--- config.mk ---
export PLATFORM = sky130hd
export DESIGN_NAME = matrix_loader
export DESIGN_NICKNAME = d
export VERILOG_FILES = /design/src/rtl/mc_pkg.sv /design/src/rtl/matrix_loader.sv
export SDC_FILE = /design/constraint.sdc
export NUM_CORES = 1
export LEC_CHECK = 0
export CAP_MARGIN = 0
export CORE_AREA = 5 5 215 217
export CTS_CLUSTER_SIZE = 12
export DETAILED_ROUTE_END_ITERATION = 6
export DIE_AREA = 0 0 220 222
export PLACE_DENSITY = 0.74
export SYNTH_ARGS = -nofsm -noshare
export SYNTH_HDL_FRONTEND = slang
export SYNTH_SLANG_ARGS = --single-unit
export TNS_END_PERCENT = 50
--- constraint.sdc ---
create_clock -name CLK -period 4.7 [get_ports CLK]
set_input_delay 0.94 -clock CLK [delete_from_list [all_inputs] [get_ports CLK]]
set_output_delay 0.94 -clock CLK [all_outputs]
set_load 0.01 [all_outputs]
--- src/rtl/mc_pkg.sv ---
// Shared definitions for the matrix calculator: element/matrix sizes,
// memory-stage control encodings and the loader state type.
package mc_pkg;

    localparam int MC_ELEM_W = 32;
    localparam int MC_ELEMS  = 16;
    localparam int MC_MAT_W  = MC_ELEM_W * MC_ELEMS;

    localparam logic MEM_LATCH = 1'b0;
    localparam logic MEM_LOAD  = 1'b1;

    typedef enum logic {
        FILL   = 1'b0,
        COMMIT = 1'b1
    } loader_state_e;

endpackage

--- src/rtl/matrix_loader.sv ---
// Assembles N elements (row-major) into one wide matrix word and presents it to
// the memory stage with a single-cycle load strobe once the matrix is complete.
module matrix_loader
    import mc_pkg::*;
#(
    parameter  int WIDTH = MC_ELEM_W,
    parameter  int N     = MC_ELEMS,
    localparam int CNT_W = $clog2(N + 1)
) (
    input  logic                 CLK,
    input  logic                 reset,
    input  logic [WIDTH-1:0]     in_data,
    input  logic                 in_valid,
    output logic                 in_ready,
    input  logic                 abort,
    output logic [WIDTH*N-1:0]   Min,
    output logic                 memory_state,
    output logic                 loaded,
    output logic [CNT_W-1:0]     count
);

    loader_state_e        state_q, state_d;
    logic [CNT_W-1:0]     count_q, count_d;
    logic [WIDTH*N-1:0]   min_q,   min_d;
    logic                 accept;

    // State register.
    always_ff @(posedge CLK) begin
        // NOTE: sequential state uses non-blocking assignments so every flop
        // samples the values from before this edge, independent of statement order.
        if (!reset) begin
            state_q <= FILL;
            count_q <= '0;
            // NOTE: the matrix register is cleared on reset because its reset
            // value is architecturally visible on Min; plain storage would not be.
            min_q   <= '0;
        end else begin
            state_q <= state_d;
            count_q <= count_d;
            min_q   <= min_d;
        end
    end

    assign accept = in_valid && in_ready;

    // Next-state logic: abort takes priority over a same-cycle handshake.
    always_comb begin
        // NOTE: every variable gets a default first so no path can infer a latch.
        state_d = state_q;
        count_d = count_q;
        min_d   = min_q;
        case (state_q)
            FILL: begin
                if (abort) begin
                    count_d = '0;
                end else if (accept) begin
                    for (int i = 0; i < N; i++) begin
                        if (count_q == CNT_W'(i)) begin
                            min_d[WIDTH*i +: WIDTH] = in_data;
                        end
                    end
                    count_d = count_q + CNT_W'(1);
                    if (count_q == CNT_W'(N - 1)) begin
                        state_d = COMMIT;
                    end
                end
            end
            COMMIT: begin
                state_d = FILL;
                count_d = '0;
            end
            default: begin
                state_d = FILL;
                count_d = '0;
            end
        endcase
    end

    // Outputs decode registered state only; in_ready is also gated by reset.
    always_comb begin
        in_ready     = 1'b0;
        memory_state = MEM_LATCH;
        loaded       = 1'b0;
        case (state_q)
            FILL:    in_ready = reset;
            COMMIT: begin
                memory_state = MEM_LOAD;
                loaded       = 1'b1;
            end
            default: in_ready = 1'b0;
        endcase
    end

    assign Min   = min_q;
    assign count = count_q;

endmodule
=== Word level (Yosys, flattened, before mapping) ===
Cells that the tools add are included.

* Output and inout port bits: 520
* Register bits: 518
* Bits of input ports: 36
* Logic and storage cells: 64

* Bitwise gates (word level): 2
* Reduce and logical (&&, ||, !) cells: 18
* Add/sub/neg operators: 1
* Muxes and demuxes: 9
* Equal/unequal tests: 16

{| class="wikitable"
|+ Operator list
! operator !! number
|-
| $reduce_and 4->1 || 16
|-
| $eq 5x4->1 const B || 8
|-
| $eq 5x3->1 const B || 4
|-
| $eq 5x2->1 const B || 2
|-
| $mux 5 || 2
|-
| $pmux 5 s2 || 1
|-
| $add 5x1->5 const B || 1
|-
| $eq 5x1->1 const B || 1
|-
| $logic_not 5->1 || 1
|-
| $mux 1 || 5
|-
| $ne 3x3->1 const B || 1
|-
| $not 1->1 || 2
|-
| $pmux 1 s2 || 1
|-
| $logic_and 1x1->1 || 1
|}

=== Depth between registers and ports, before layout ===
Gate-level depths: netlist (run 1).

* Depth after elaboration: 5
* Mapped depth: 8

=== Worst setup path before layout (run 1) ===
OpenSTA, ideal clock, no wires.

* Path type: in2out
* From: input reset
* To: output in_ready
* Path slack: 1.651 ns
* Data required time: 3.760 ns
* Buffers on the path: 4
* Data arrival time: 2.109 ns
* Stages on the path: 5
* Path through: buf_2 clkbuf_1 clkbuf_1 clkbuf_1 and2b_1

* Longest elaborated chain between the ends: 1

{| class="wikitable"
|+ RTL lines
! what !! line !! RTL
|-
| start: declaration || matrix_loader.sv:11 || <nowiki>input logic reset,</nowiki>
|-
| $mux 1 || matrix_loader.sv:84 || <nowiki>case (state_q)</nowiki>
|-
| end: declaration || matrix_loader.sv:14 || <nowiki>output logic in_ready,</nowiki>
|}

No other way between the ends.

=== Worst setup path in the final report (run 1) ===
Ends and elaborated chain as after synthesis.

==> results of run 1 <==
==> metrics by stage <==
| step | power (W) | area [µm²] | util, % | setup slack (ns) |
|---|---|---|---|---|
| CTS | 0.00882 | 26300 | 59.9 | 1.56 |
| global route | 0.00902 | 26300 | 59.9 | 1.47 |
| floorplan | 0.00468 | 18900 | - | 1.65 |
| detailed placement | 0.00483 | 24700 | 56.2 | 1.08 |
| global placement | 0.00483 | 24700 | 56.2 | 1.27 |
| finish | 0.00875 | 26300 | 59.9 | 1.53 |
==> metal layers <==
layer / part of all wire [%] / vias up / global-route usage (%)
met4: 4.9 / 0 / 12.4
met5: 0 / - / 0
met1: 38 / 7260 / 29.5
li1: - / 6958 / -
met2: 49 / 552 / 43.2
met3: 8.0 / 165 / 7.41
==> critical path: cells and delay by family <==
family	cells	cell delay, ns
buffers and inverters	2	0.98
and+or+nand+nor	1	0.21
==> layout make-up <==
type / instances / area (µm²)
tap: 592 / 741
clock buffer: 82 / 1590
multi-input combinational: 1136 / 7780
fill: 3747 / 17600
inverter: 4 / 15.0
timing repair buffer: 580 / 5770
clock inverter: 5 / 35.0
antenna: 1 / 2.50
sequential: 518 / 10400
==> synth_stat cells, types with 2 or more instances <==
cell type,n,area [µm²]
a21boi_0,32,240
and3_1,2,12.5
buf_1,23,86.3
buf_12,3,60.1
buf_2,22,110
buf_4,16,120
buf_6,3,33.8
clkbuf_1,95,357
dfxtp_1,518,10400
ha_1,5,62.6
inv_1,4,15.0
mux2i_1,481,4810
nand2_1,515,1930
nand3_1,33,165
nand4_1,3,18.8
nor2_1,6,22.5
nor3_2,6,60.1
nor4_4,2,42.5
o21ai_0,32,160
or4b_1,2,20.0
xnor2_1,2,17.5
==> registers in the layout (all words and copies together) (netlist names) <==
name and flops:
count 5, state_q 1, Min 512
==> power breakdown <==
group          internal, W  switching (W)  total, W
clock              0.00231        0.00171   0.00402
sequential         0.00440     0.00000833   0.00441
combinational    0.0000857       0.000236  0.000322
==> cell usage in the layout (no fill, tap or decap), types with 7 or more instances in the layout <==
master and count:
clkdlybuf4s50_1 554, buf_4 23, clkbuf_8 7, o21ai_0 32, a21boi_0 32, clkbuf_16 57, nand3_1 32, dfxtp_1 518
clkbuf_1 18, nand2_1 515, mux2i_1 481
==> how the worst min path moves through the flow <==
stage | start | end | slack [ns]
after floorplan | Min[0] | Min[0] | 0.48
after global placement | Min[51] | Min[51] | 0.44
after detailed placement | Min[128] | Min[128] | 0.45
after CTS | Min[16] | Min[16] | 0.46
after global routing | Min[35] | Min[35] | 0.47
final | Min[16] | Min[16] | 0.45
==> cells by family (layout without fill, tap and decap cells) <==
kind of cell	after synthesis	count (layout)	share of synthesized area (%)
AOI/OAI and AO/OA	65	65	2.16
xor gates and xnor gates	3	3	0.139
adders and majority gates	5	5	0.332
buffers and inverters	166	671	4.15
DFF	518	518	55.0
muxes	481	481	25.5
other	0	1	0
and+or+nand+nor	582	582	12.7
==> summary by stage, run 1 <==
Pwr
The peak ir drop on the vdd network is 0.362 mV. The leakage power summed over all cells is 9.93 nW. Power spread over the standard cell area amounts to 333 mW/mm².

Place
The post-DP HPWL is 44.4 mm. The final weighted congestion of routability-driven global placement is 0.843. Once placement completed, the tool counted placed cells totaling 2,830. The count of buffers added on input and output ports is 555.

Cells and area
The post-synthesis to final-layout area growth is 39.5%. Leaving out filler cells and counting taps, the final layout contains 2,918. The proportion of layout cells with a drive suffix above 1 is 4.77%.

For this run, the post-layout net count is 2,335.

CTS
The CTS tree is built. The clock-pin transition on the worst setup and hold timing paths is 0.05 ns. The tree is rooted in a clkbuf_16. The post-cts sizing count is 0. Buffers inserted to repair hold after CTS numbered 0.

Clock latency on the worst-skew pair, taken at its later pin, is 0.59 ns. The H-tree was split into 2 levels. The maximum clock path buffer count is 3. The number of setup buffers added after CTS is 0. The number of clock sinks seen by CTS is 518. The number of buffers created by CTS is 54.

Timing
The hold violation total from the final report was 0. The smallest clock period supported by the final layout is computed as 3.17 ns. Setup repair after global routing left no endpoint under its margin. The number of failing setup endpoints in the final timing report is 0. The actual slew at the worst max-slew pin is 1.18 ns. The number of max-slew violations in the final report is 0.

The final worst clock skew is 0.0153 ns. After routing, the total negative slack on setup checks comes to 0 ns. Derived from the worst setup path, the maximum achievable clock frequency is 315 MHz. The worst slew margin relative to its limit is 20.9%.

Hold timing on the final database bottoms out at a slack of 0.453 ns. The worst path uses 67.5% of the clock period.

Critical path
Data on the critical path arrives at its endpoint at 2.23 ns. The stage delay of the slowest cell on the critical path is 0.53 ns. The critical path ends at in_ready. The worst register-to-register path begins at count[0]. The slowest stage of the critical path is the clkdlybuf4s50_1 cell. The type of the setup path with the least slack is input port to primary output.

The signal on the critical path passes through buf_8, and2b_1, clkdlybuf4s50_1. Data on the critical path is required at its endpoint by 3.76 ns. The internal reg-to-reg setup slack is 1.98 ns. Measured in cells, the most critical reg-to-reg path has a length of 4. STA classifies the critical path endpoint as a primary output. The critical register-to-register path endpoint is Min[254]. Of all nets on the critical path, the largest fanout is 108. In this run the worst setup path begins at reset. The critical path launch point type is an input port.

Synthesis
The count of warnings emitted by yosys is 0. The commonest register cell after synthesis is dfxtp_1. The distinct cell type count of the synthesized netlist is 36.

The count of state elements after synthesis is 518. The fraction of the yosys area taken by sequential cells is 55.0%. Each instance of the synthesized netlist takes up on average 10.4 µm².

After synthesis the cells add up to 0.0189 mm². Synthesis produced 1,820 cells. The async set or reset register ratio after synthesis is 0%. The net count after synthesis is 1,861. The number of flops mapped to enable cells by yosys is 0.

Die
The core region is 0.0439 mm². The die covers 0.0488 mm². For this design the top-level I/O count stands at 556. The floorplan has 77 rows. The die boundary height is 222 µm. The die span in x is 220 µm. Once the floorplan was initialized, standard cells occupied 42.9% of the core.

Drt
For this block, the via count after detailed routing is 14,900. After detailed routing, the average wire length per cell comes to 22.4 µm. After detailed routing, the total wire length is 65.2 mm. The number of DRC violations after detailed routing is 0.

The iteration count of the initial detailed-routing pass is 5. The violation count after the first detailed-route iteration is 974. After detailed routing, the number of vias per cell comes to 5.12. The post-detailed-route count of antenna-violating nets is 0.

GRT
Entering global routing, the biggest net connects 177 pins. The number of antenna violations at the first check in global routing is 1. The via count of the first global-routing pass is 15,300. The global router's overall resource usage is 25.5%. The leftover overflow at the end of global routing is 0. The first global-routing pass estimated 96.3 mm of wire.

Hold path
The type of the tightest min-delay check is flip-flop to flip-flop. The worst hold path passes through 2 cells.

Flow run
The max-capacitance violation count is 0.

Run status
The run finished with clean final reports.
Power figures use the tool's default switching activity.
==> inputs of run 2 (changes only) <==
CORE_AREA = not set   (was 5 5 215 217)
CORE_MARGIN = 5   (was not set)
CORE_UTILIZATION = 43   (was not set)
DIE_AREA = not set   (was 0 0 220 222)
PLACE_DENSITY = 0.77   (was 0.74)
clock period = 2.9 ns   (was 4.7 ns; I/O delays follow)
==> run 2 against run 1 <==
Against the previous run:
- worst hold slack hardly changed
- cell area is 1.4% higher
- sequential share of layout area is 0.55 points lower
- register-to-register slack worse by 1.3 ns
- critical path depth is 2 lower
- clock skew is 0.0097 ns higher
- critical endpoint is now count[2]
==> summary by stage, run 2 (synthesis gave the netlist of run 1 again) <==
Place
Routability-driven placement finished with a final weighted congestion of 0.821. In this run the cell area measured after placement is 0.0251 mm². The count of input and output buffers is 555. The post-DP HPWL is 44.0 mm. Counting tap cells, the placed design contains a total of 2,854 instances.

Timing
The summed negative setup slack over all endpoints is 0 ns. The highest clock frequency the design can meet is 377 MHz. In this run the tightest slew margin relative to its limit is 44.4%. At the pin with the least slew margin, the transition time is 0.834 ns. Setup repair after global routing left no endpoint under its margin. The hold violation total from the final report is 0. The number of max-slew violations in the final report is 0. After layout, the minimum clock period comes to 2.65 ns.

The number of failing setup endpoints in the final timing report is 0. The final clock period utilization by the worst path is 91.4%. The final worst clock skew is 0.0251 ns.

Cells and area
The post-route netlist has 6.03% of its cells at a drive strength greater than 1. The number of flip-flops under the largest register name is 512. From synthesis to final layout, the design area changed by 41.5%. 0 antenna diodes ended up in the layout. The count of fill cells added during filler insertion is 3,477.

The post-route cell area is 0.0267 mm². The number of nets in the layout is 2,365. The finished layout holds 2,939 standard cells, fillers aside. The most common library cell in the layout ignoring fill and taps is clkdlybuf4s50_1. The top cell types in the final layout, fill and taps aside, are 554 x clkdlybuf4s50_1, 518 x dfxtp_1, 515 x nand2_1, 481 x mux2i_1, 55 x clkbuf_16.

The core occupancy in the finished layout is 61.7%.

Pwr
Summed over all cells, the static leakage comes to 10.1 nW. In this run switching power makes up 22.3% of total power. The completed layout was analyzed and its total power is 0.0141 W. The internal portion of the total power is 0.0110 W. Per report_power, the clock group accounts for 45.4% of the total. The power density over the cells is 529 mW/mm².

The peak ir drop on the vdd network is 0.488 mV. The net switching component of the power is 0.00315 W. The share of total power dissipated in combinational logic is 4.0%. Of the total power, registers draw 50.7%.

CTS
The maximum clock path buffer count is 3. The clock-pin transition on the worst setup and hold timing paths is 0.06 ns. The insertion delay to the later sink of the worst-skew pair is 0.60 ns. The buffer cell driving the clock tree root is clkbuf_16. The number of clock sinks seen by CTS is 518. The count of buffers added by post-CTS timing repair for setup is 0.

The total number of H-tree levels is 2. The post-cts sizing count is 0. The CTS tree is built. The number of buffers created by CTS is 53. The post-cts hold buffer count is 0.

Critical path
STA puts the critical path data required time at 2.32 ns. Among cell families on the critical path, the largest total delay comes from flip-flops. The cell depth of the worst setup path is 1. The worst setup path is captured at a primary output. In this run the worst path has a maximum fanout of 12. The internal reg-to-reg setup slack is 0.66 ns.

The signal on the critical path passes through clkdlybuf4s50_1. The number of buffer and inverter instances along the worst setup path is 1. The reg-to-reg startpoint is count[1].

STA classifies the critical path startpoint as a flip-flop. The arrival time of data at the critical path endpoint is 2.07 ns. The critical register-to-register path endpoint is Min[68].

The depth of the most critical reg-to-reg path is 5. The stage delay of the slowest cell on the critical path is 0.76 ns. The setup path with the least slack is of type flip-flop to primary output. The largest individual stage delay along the critical path comes from the cell dfxtp_1.

GRT
The leftover overflow at the end of global routing is 0. The maximum number of pins on one net before global-route repair is 177. Global routing used 25.5% of the available tracks across all layers. The number of antenna violations at the first check in global routing is 0. The global-route wire length before repair is 94.9 mm. The via count of the first global-routing pass is 15,400.

Hold path
In this run the worst hold path is classified as flip-flop to flip-flop. The worst hold endpoint is Min[75]. In this run the most critical hold path is launched from Min[75]. The worst hold path was traced through 2 stages.

Drt
The violation count after the first detailed-route iteration is 1,003. Summing over every cut layer, the via total after detailed routing is 15,000. The first detailed-routing pass ran for 5 iterations.

The number of DRC violations after detailed routing is 0. In the routed layout, each cell is associated on average with a via count of 5.12. The count of nets left with antenna violations once routing finished came out at 0. In the final routed layout, each cell accounts on average for 21.9 µm. The routed design has 64.3 mm of wire.

Die
Row generation in the floorplan step produced 76 rows. The die span in x is 219 µm. Once the floorplan was initialized, standard cells occupied 43.6% of the core. The die covers 0.0481 mm². From bottom edge to top edge, the die measures 219 µm. The total core area is 0.0433 mm². The boundary pin count is 556.

Flow run
The tool flagged a number of max-cap violations equal to 0.

Run status
The flow ran to the end, and the final reports show no timing, DRC or antenna violations.
run 2: metrics by stage:
stage / hold slack, ns / setup slack [ns]
CTS: 0.457 / 0.214
finish: 0.453 / 0.250
detailed placement: 0.445 / 0.226
global route: 0.474 / 0.189
global placement: 0.441 / 0.266
floorplan: 0.479 / 0.571
run 2: worst max path at each step:
stage	from	to	slack (ns)
after floorplan	reset	in_ready	0.57
after global placement	abort	Min[282]	0.27
after detailed placement	abort	Min[269]	0.23
after CTS	count[2]	count[2]	0.21
after global routing	count[2]	count[2]	0.19
final	count[2]	count[2]	0.25
run 2: power by group through the flow:
| stage | Sequential (W) | Combinational (W) | Clock [W] |
|---|---|---|---|
| 2_1_floorplan | 0.00731 | 0.000265 | 0 |
| 3_3_place_gp | 0.00731 | 0.000550 | 0 |
| 3_5_place_dp | 0.00731 | 0.000557 | 0 |
| 4_1_cts | 0.00715 | 0.000559 | 0.00651 |
| 5_1_grt | 0.00715 | 0.000589 | 0.00679 |
| 6_report | 0.00715 | 0.000562 | 0.00640 |
run 2: metal layers:
layer	part of all wire (%)	GRT usage, %	vias up
met1	39	30.3	7312
met3	7.6	6.37	152
met5	0	0	-
li1	-	-	7022
met4	4.9	12.0	0
met2	48	43.5	555
run 2: area by class of cell:
class	count	area, µm²	area share (%)
sequential	518	10400	38.9
multi-input combinational	1136	7780	29.2
timing repair buffer	611	6190	23.2
clock buffer	76	1510	5.64
tap	585	732	2.74
clock inverter	9	82.6	0.310
inverter	4	15.0	0.0563
==> inputs of run 3 (changes only) <==
--- a/constraint.sdc
+++ b/constraint.sdc
@@ -3,2 +3,2 @@
 set_output_delay 0.58 -clock CLK [all_outputs]
-set_load 0.01 [all_outputs]
+set_load 0.05 [all_outputs]
==> run 3 against run 2 <==
Against the previous run:
- flip-flop and latch count is the same
- via count increased by 0.13%
- die area did not move
- non-clock buffer count up 1
- fmax decreased by 0.61%
- combinational power grew 11%
- clock power down 2%
- clock-buffer cell count unchanged
- utilization shrank 0.069 points
- final cell count decreased by 0.14%
- largest power group unchanged
- highest routed layer unchanged
==> summary by stage, run 3 (synthesis gave the netlist of run 1 again) <==
Run status
The flow ran to the end, and the final reports show no timing, DRC or antenna violations.

Timing
The hold violation total from the final report was 0. The actual slew at the worst max-slew pin is 0.899 ns. The number of failing setup endpoints in the final timing report is 0. After routing, the total negative slack on setup checks comes to 0 ns. The routed design could run at a clock period as short as 2.67 ns. The worst slew margin relative to its limit is 39.9%. Between clock sinks in the finished design, the worst skew comes to 0.0206 ns. Across all hold checks on the routed design, the worst slack comes to 0.382 ns. The number of max-slew violations in the final report is 0. Of the available clock period, the critical path in the final layout requires 91.9%.

Derived from the worst setup path, the maximum achievable clock frequency is 375 MHz. Setup repair after global routing left no endpoint under its margin.

GRT
The first global-routing pass estimated 95.1 mm of wire. The global router's overall resource usage is 25.6%. The number of antenna violations at the first check in global routing is 0. The maximum number of pins on one net before global-route repair is 168.

The leftover overflow at the end of global routing is 0. The via count of the first global-routing pass is 15,400.

Pwr
The leakage power summed over all cells is 10.1 nW. VDD sags by at most 0.385 mV. Overall power consumption after layout is estimated at 0.0140 W. The power density over the cells is 527 mW/mm².

Cells and area
The multi-input combinational cells in the finished layout cover a total of 0.00778 mm². The count of fill cells added during filler insertion is 3,497. The post-route netlist has 5.96% of its cells at a drive strength greater than 1.

The number of nets in the layout is 2,365. In the layout the commonest cells are 553 x clkdlybuf4s50_1, 518 x dfxtp_1, 515 x nand2_1, 481 x mux2i_1, 53 x clkbuf_16. In the final layout, flip-flops and latches occupy 0.0104 mm². Leaving out fill and tap cells, the most frequent cell in the layout is clkdlybuf4s50_1. The area growth from synthesis to layout is 41.3%. The core occupancy in the finished layout is 61.6%. The number of flip-flops under the largest register name is 512. For this run, the number of standard cells in the final layout without fillers is 2,935. The antenna diode count is 0.

CTS
The CTS tree is built. The number of clock buffers added by TritonCTS is 52. Buffers added to address setup during post-CTS repair amount to 0.

In this run the clock root is driven by a clkbuf_16. The post-cts sizing count is 0. The maximum clock path buffer count is 3.

After clock tree synthesis, the flow added hold-fix buffers numbering 0. Clock-pin slew was measured on the worst setup and hold paths at 0.06 ns. The number of clock sinks seen by CTS is 518. The insertion delay to the later sink of the worst-skew pair is 0.58 ns. The total number of H-tree levels is 2.

Critical path
Walking the worst path, the cells encountered are clkdlybuf4s50_1. STA classifies the critical path startpoint as a flip-flop. The required time reported for the critical path endpoint is 2.32 ns. The stage delay of the slowest cell on the critical path is 0.90 ns. The internal reg-to-reg setup slack is 0.66 ns. In this run the critical register-to-register path is captured at Min[94].

The number of buffers and inverters on the critical path is 1. The worst register-to-register path has a depth of 5. The kind of end point of the critical path is a primary output.

Grouping stages by cell kind, the critical path spends the most delay in buffers and inverters. Data arrives at the worst endpoint at 2.09 ns. Along the worst path, the maximum fanout reaches 12. The type of the setup path with the least slack is flip-flop to primary output. The reg-to-reg startpoint is count[1]. The cell with the largest stage delay on the worst path is clkdlybuf4s50_1.

Place
The number of placed instances, taps included, is 2,855. Detailed placement ended at an HPWL of 44.4 mm. Routability-driven placement finished with a final weighted congestion of 0.847.

The count of input and output buffers is 555.

Hold path
The startpoint of the worst hold path is reset. The type of the tightest min-delay check is input port to flip-flop. The worst hold path depth is 3. The worst hold endpoint is Min[56].

Die
The die boundary height is 219 µm. The floorplan has 76 rows. For this configuration, the core starts out at a cell density of 43.6%. The total core area is 0.0433 mm². The full die area is 0.0481 mm². The die span in x is 219 µm.

Pin placement for this block handled 556 I/O pins.

Drt
In the routed layout, each cell is associated on average with a via count of 5.13. The violation count after the first detailed-route iteration is 1,159. The pre-antenna-repair detailed-routing pass consisted of 5 iterations. For this block, the routed nets add up to 64.1 mm of wire. The post-detailed-route count of antenna-violating nets is 0. In the routed design, unresolved DRC markers number 0.

The total number of vias is 15,100. After detailed routing, the average wire length per cell comes to 21.8 µm.

Flow run
The max-capacitance violation count is 0.
==> run 3: cell count changes in the layout (fill, tap and decap cells not counted), sizes merged <==
cell           previous run  this run
buf                      57        59
clkinvlp                  2         1
clkdlybuf4s50           554       553
clkinv                    5         2
inv                       5         4
==> run 3: final cells by class <==
type	instances	share of cell area, %
flip-flops and latches	518	38.9
multi-input cells	1136	29.2
repair buffers	612	23.3
clock buffers	76	5.60
well taps	585	2.75
clock inverters	4	0.178
inverters	4	0.0564
==> run 3: report_power, final <==
part           switching [W]  internal [W]
clock                0.00266       0.00360
sequential         0.0000139       0.00714
combinational       0.000457      0.000167
total                0.00313        0.0109
==> run 3: metal layers <==
| layer | vias up | global-route usage (%) | wire, µm |
|---|---|---|---|
| met5 | - | 0 | 0 |
| met3 | 136 | 6.77 | 5110 |
| met4 | 0 | 10.7 | 2710 |
| li1 | 7014 | - | - |
| met1 | 7357 | 29.7 | 24700 |
| met2 | 553 | 44.7 | 31600 |
==> run 3: stage by stage <==
stage	setup WS, ns	cell area [µm²]
6_report	0.234	26600
5_1_grt	0.136	26600
4_1_cts	0.189	26600
3_5_place_dp	0.196	25100
3_3_place_gp	0.216	25100
2_1_floorplan	0.325	18900
==> run 3: how the worst max path moves through the flow <==
stage          slack, ns            to  startpoint  cells past startpoint
2_1_floorplan       0.32      in_ready       reset                      5
5_1_grt             0.14  memory_state     state_q                      1
4_1_cts             0.19        loaded     state_q                      1
3_5_place_dp        0.20      Min[286]       abort                      4
3_3_place_gp        0.22      Min[256]       abort                      4
6_report            0.23  memory_state     state_q                      1
